--- src/rtl/mux_arbiter.sv ---
// Round-robin 2:1 burst arbiter; one IDLE cycle per arbitration, bursts capped at MAXBURST beats.
// Output beat registered 1 cycle after accept; ready is held low while an output beat is stalled.
module mux_arbiter #(
    parameter int WIDTH    = 32,
    parameter int MAXBURST = 4
) (
    input  logic             clk,
    input  logic             rst_n,
    input  logic             req0_valid,
    input  logic [WIDTH-1:0] req0_data,
    input  logic             req0_last,
    output logic             req0_ready,
    input  logic             req1_valid,
    input  logic [WIDTH-1:0] req1_data,
    input  logic             req1_last,
    output logic             req1_ready,
    output logic             out_valid,
    output logic [WIDTH-1:0] out_data,
    input  logic             out_ready,
    output logic             sel,
    output logic             busy
);

    typedef enum logic [1:0] {
        IDLE   = 2'd0,
        GRANT0 = 2'd1,
        GRANT1 = 2'd2
    } state_t;

    state_t           state;
    logic             last_grant;
    logic [3:0]       cnt;
    logic             can_load;
    logic             acc0;
    logic             acc1;
    logic             acc;
    logic             acc_last;
    logic [WIDTH-1:0] acc_data;
    logic             burst_end;

    // Output register can take a new beat when empty or draining this cycle.
    always_comb begin
        can_load   = !out_valid || out_ready;
        req0_ready = (state == GRANT0) && can_load;
        req1_ready = (state == GRANT1) && can_load;
        acc0       = req0_valid && req0_ready;
        acc1       = req1_valid && req1_ready;
        acc        = acc0 || acc1;
        acc_last   = acc1 ? req1_last : req0_last;
        acc_data   = acc1 ? req1_data : req0_data;
        burst_end  = acc && (acc_last || (cnt == 4'(MAXBURST - 1)));
        sel        = (state == GRANT1);
        busy       = (state == GRANT0) || (state == GRANT1);
    end

    always_ff @(posedge clk or negedge rst_n) begin
        if (!rst_n) begin
            state      <= IDLE;
            last_grant <= 1'b1;
            cnt        <= 4'd0;
            out_valid  <= 1'b0;
            out_data   <= '0;
        end else begin
            case (state)
                IDLE: begin
                    cnt <= 4'd0;
                    if (req0_valid && req1_valid)
                        state <= last_grant ? GRANT0 : GRANT1;
                    else if (req0_valid)
                        state <= GRANT0;
                    else if (req1_valid)
                        state <= GRANT1;
                end
                GRANT0, GRANT1: begin
                    if (burst_end) begin
                        state      <= IDLE;
                        last_grant <= (state == GRANT1);
                        cnt        <= 4'd0;
                    end else if (acc) begin
                        cnt <= cnt + 4'd1;
                    end
                end
                default: state <= IDLE;
            endcase

            if (acc) begin
                out_valid <= 1'b1;
                out_data  <= acc_data;
            end else if (out_ready) begin
                out_valid <= 1'b0;
            end
        end
    end

endmodule

--- config.mk ---
export PLATFORM = sky130hd
export DESIGN_NAME = mux_arbiter
export DESIGN_NICKNAME = d
export VERILOG_FILES = /design/src/rtl/mux_arbiter.sv
export SDC_FILE = /design/constraint.sdc
export NUM_CORES = 1
export LEC_CHECK = 0
export ABC_AREA = 1
export BUFFER_PORTS_ARGS = -buffer_cell sky130_fd_sc_hd__buf_2
export CAP_MARGIN = 15
export CORE_ASPECT_RATIO = 0.8
export CORE_MARGIN = 10
export CORE_UTILIZATION = 46
export CTS_BUF_LIST = sky130_fd_sc_hd__clkbuf_8
export DETAILED_ROUTE_END_ITERATION = 12
export PLACE_DENSITY = 0.82
export SYNTH_ARGS = -nofsm -noshare
export SYNTH_HDL_FRONTEND = slang
export SYNTH_SLANG_ARGS = --single-unit
--- constraint.sdc ---
create_clock -name clk -period 1.5 [get_ports clk]
set_input_delay 0.225 -clock clk [delete_from_list [all_inputs] [get_ports clk]]
set_output_delay 0.225 -clock clk [all_outputs]
set_load 0.05 [all_outputs]
# == After elaboration in Yosys (flattened, before gate mapping) ==
# Index checks and enable logic that the tools add are counted.
# classes
add_sub_neg,1
eq_ne,6
reduce_logical,18
n_mux,13
# ops
cell,count
2-to-1 mux 32 bit,1
2-to-1 mux 2 bit,5
2-to-1 mux 4 bit,2
case mux 4 bit (2 select lines),1
logical AND 1 bit,6
AND reduction 2 bit,3
adder 4 x 1 -> 4 bit (second input constant),1
== test 4 x 2 -> 1 bit (second input constant),1
logical OR 1 bit,4
inequality test 4 bit (second input constant),1
case mux 2 bit (2 select lines),1
nonzero test 2 bit,2
2-to-1 mux 1 bit,3
inequality test 3 bit (second input constant),1
== test 2 x 1 -> 1 bit (second input constant),1
== test 2 bit (second input constant),1
logical NOT 2 bit,1
inequality test 2 bit (second input constant),1
OR reduction 2 bit,1
logical NOT 1 bit,1
# totals
regBits,40
out_inout_bits,37
input_bits,71

# == Longest topological paths before layout ==
# depth
depth_word,9
ltp_mapped,10
ltp_nobuf,10

# == Worst setup path after synthesis ==
# Ideal clock, no wire load.
# synth_path
path_type,register -> output
start,register state[0]
end,output port req1_ready
stages_incl_launch_ff,5
path_buffers,0
arrival_time_ps,1773
slack_ps,-498
path_cell_list,dfrtp_1 -> inv_1 -> ha_1 -> inv_1 -> nor2_1
# synth_between
elab_chain_cells,2
# synth_rtl
item,line_no,rtl
"start, declared",30,state_t state;
"start signal, assigned",68,state <= last_grant ? GRANT0 : GRANT1;
== test 2 bit,-,
named net sel,20,"output logic sel,"
logical AND 1 bit,45,req1_ready = (state == GRANT1) && can_load;
"end, declared",16,"output logic req1_ready,"
# The timed path passes the listed nets, and every way through them passes these cells.

# == Worst setup path after layout ==
# layout_path
start,register state[0]
end,output port req1_ready
# layout_between
elab_chain_cells,2
# layout_rtl
item,line_no
== test 2 bit,45
logical AND 1 bit,45
# No other way between the ends.

==> impl_metrics.py <==
metrics = {
    "outcome": {
        "outcome": "finished, violations left",
        "failed_checks": "negative setup slack",
    },
    "placed_design": {
        "place_hpwl_um": 4900,
        "port_buffers": 107,
        "place_area_sq_mm": 0.00267,
        "dp_cells": 408,
        "pre_cts_ws_ns": -0.0259,
        "place_congestion": 0.815,
    },
    "yosys": {
        "postSynthAreaPerCell_sq_um": 8.07,
        "ys_ff_latch": 40,
        "yosysTopAreaCell": "dfrtp_1",
        "synth_area_leaders": "dfrtp_1, nand2_1, o21ai_1",
        "synth_edf_count": 0,
        "synth_area_sq_mm": 0.00198,
        "synth_common_cells": "nand2_1, nor2_1, dfrtp_1, o21ai_1, o21ai_0",
        "synth_compound_area_frac": 0.176,
        "synthXorXnorAreaFrac": 0.00886,
        "synth_fp_nets": 320,
        "muxShareOfSynthArea": 0,
        "ys_types": 22,
        "synthCells": 245,
        "post-synth-top-count-cell": "nand2_1",
        "ys_warn_count": 0,
        "synth-async-reset-ratio": 1.00,
        "synth_top_family_by_area": "simple AND/OR/NAND/NOR gates",
        "yosysTopAreaCellShare": 0.493,
        "ys_seq_area_frac": 0.507,
        "synth-adder-area-share": 0.0253,
        "yosys.area_share.simple": 0.223,
        "synthFlopType": "dfrtp_1",
    },
    "clocking": {
        "clock-root-buffer": "clkbuf_8",
        "cts_buffers": 5,
        "clock_path_buffers": 2,
        "clock-sinks": 40,
        "h-tree-depth": 2,
        "clock_latency_ns": 0.29,
        "cts_tree": "done",
        "clkTransAtPathRegs_ns": 0.08,
    },
    "worst_hold_path": {
        "whs_path_depth": 3,
        "hp-start": "req1_data[29]",
        "worstHoldPathType": "input port to flop",
        "hold_end": "out_data[29]",
    },
    "finish": {
        "fin_cells": 421,
        "final_cell_area_sq_mm": 0.00295,
        "final.fill_count": 352,
        "nets": 439,
        "drive_gt1_frac": 0.423,
        "syn_to_final_growth_pct": 49.0,
        "final_util": 0.705,
        "diodes": 0,
    },
    "drt": {
        "first_pass_iters": 4,
        "num_vias": 2104,
        "drt_iter0_markers": 93,
        "via_per_inst": 5.00,
        "routedWlPerCell_um": 15.3,
        "antenna_left": 0,
        "drc": 0,
        "drt_wl_total_um": 6440,
    },
    "flow_run": {
        "max-cap-violations": 0,
    },
    "die": {
        "die_height_um": 78.7,
        "num_io_pins": 108,
        "die_x_um": 93.3,
        "core_area_sq_mm": 0.00418,
        "placementRows": 21,
        "start_util": 0.473,
        "dieArea_sq_mm": 0.00734,
    },
    "timing": {
        "setup_slack_ns": -0.0523,
        "clock_skew_ns": 0.0107,
        "min_period_ns": 1.55,
        "tightest_slew_ns": 0.431,
        "period_share": 1.03,
        "drv_slew": 0,
        "hold_viol_final": 0,
        "finalSetupViolations": 5,
        "rsz0062_at_grt": "yes",
        "whs_ns": 0.184,
        "relSlewSlack": 0.713,
        "fmax_mhz": 644,
    },
    "global_route": {
        "grtUsageTotal": 0.173,
        "grt_pass1_vias": 2123,
        "antenna_found_initial": 0,
        "grt_max_degree": 33,
        "grt_pass1_wl_um": 10400,
        "grt_overflow": 0,
    },
    "worst_setup_path": {
        "setup.worst_path.end_class": "primary output",
        "worstPathArrival_ns": 1.33,
        "crit_path_start": "state[0]",
        "critPathKind": "flop to primary output",
        "critical_path.startpoint_type": "flop",
        "reg2reg_to": "state[0]",
        "r2r_slack_ns": -0.01,
        "worstPathMaxFanout": 3,
        "required_ns": 1.27,
        "rr_worst_depth": 10,
        "reg2reg_from": "state[1]",
    },
    "pwr": {
        "p_leak_nw": 1.59,
        "p_per_area_mw_per_mm2": 2450,
        "ir_worst_vdd_mv": 1.39,
    },
}
-- through the flow --
stage               setup TNS (ns)  total power (W)
floorplan                        0          0.00474
global placement                 0          0.00576
detailed placement         -0.0259          0.00584
CTS                         -0.161          0.00708
global route                 -1.26          0.00765
finish                      -0.110          0.00722
-- power breakdown --
group | internal [W] | leakage (nW) | total (W) | switching [W]
combinational | 0.00129 | 1.02 | 0.00435 | 0.00306
sequential | 0.00157 | 0.500 | 0.00184 | 0.000271
clock | 0.000655 | 0.0642 | 0.00102 | 0.000369
-- what timing repair did --
action,in CTS,in global routing
setup buffers,2,3
cloned,0,0
endpoints found under the setup margin,7,43
hold buffers,1,0
pin swaps,4,6
endpoints found under the hold margin,15,0
resized for setup,15,13
-- placed cells by master (no fill, tap or decap), types with 2 or more instances in the layout --
cell type / n
nor2_1: 38
nand2_2: 2
nand4_1: 3
ha_4: 3
o21ai_1: 37
buf_8: 2
clkbuf_8: 5
bufinv_16: 2
buf_12: 4
nand3_1: 4
xor2_1: 2
dfrtp_1: 38
buf_4: 10
inv_1: 9
nand2_1: 48
o21ai_0: 28
inv_2: 4
buf_2: 103
nand2_4: 4
nor2_2: 3
inv_4: 2
buf_6: 4
-- final cells by class --
cell class	count	area [sq um]	share of cell area
Multi-Input combinational cell	178	926	0.314
Sequential cell	40	1000	0.341
Inverter	15	61.3	0.0208
Clock inverter	2	60.1	0.0204
Tap cell	57	71.3	0.0242
Timing Repair Buffer	124	756	0.256
Clock buffer	5	68.8	0.0234
-- registers in the layout, summed over array words and instances, names as in the netlist --
signal	flops
cnt	4
out_valid	1
last_grant	1
state	2
out_data	32
-- layer usage --
layer | vias to the layer above | share of wire | global-route usage
li1 | 1029 | - | -
met1 | 977 | 0.41 | 0.197
met2 | 88 | 0.47 | 0.290
met3 | 10 | 0.11 | 0.0703
met4 | 0 | 0.012 | 0.0554
met5 | - | 0 | 0
-- worst max-delay path, stage by stage (launching register included) --
cell and delay, ns:
dfrtp_1 0.40, inv_2 0.10, ha_4 0.16, buf_6 0.10, inv_2 0.03, nor2_2 0.08, buf_6 0.16
-- worst max path at each step --
| stage | endpoint | slack (ns) | cells past startpoint |
|---|---|---|---|
| 6_report | req1_ready | -0.05 | 6 |
| 4_1_cts | busy | -0.06 | 3 |
| 3_3_place_gp | out_data[16] | 0.05 | 7 |
| 3_5_place_dp | out_data[16] | -0.03 | 7 |
| 5_1_grt | state[0] | -0.12 | 11 |
| 2_1_floorplan | req1_ready | 0.003 | 4 |
-- cell families after synthesis --
group,after synthesis
and+or+nand+nor,104
AOI/OAI and AO/OA,68
DFF,40
buffers and inverters,27
adders and majority gates,4
xor gates and xnor gates,2
(Power assumes the default switching activity.)
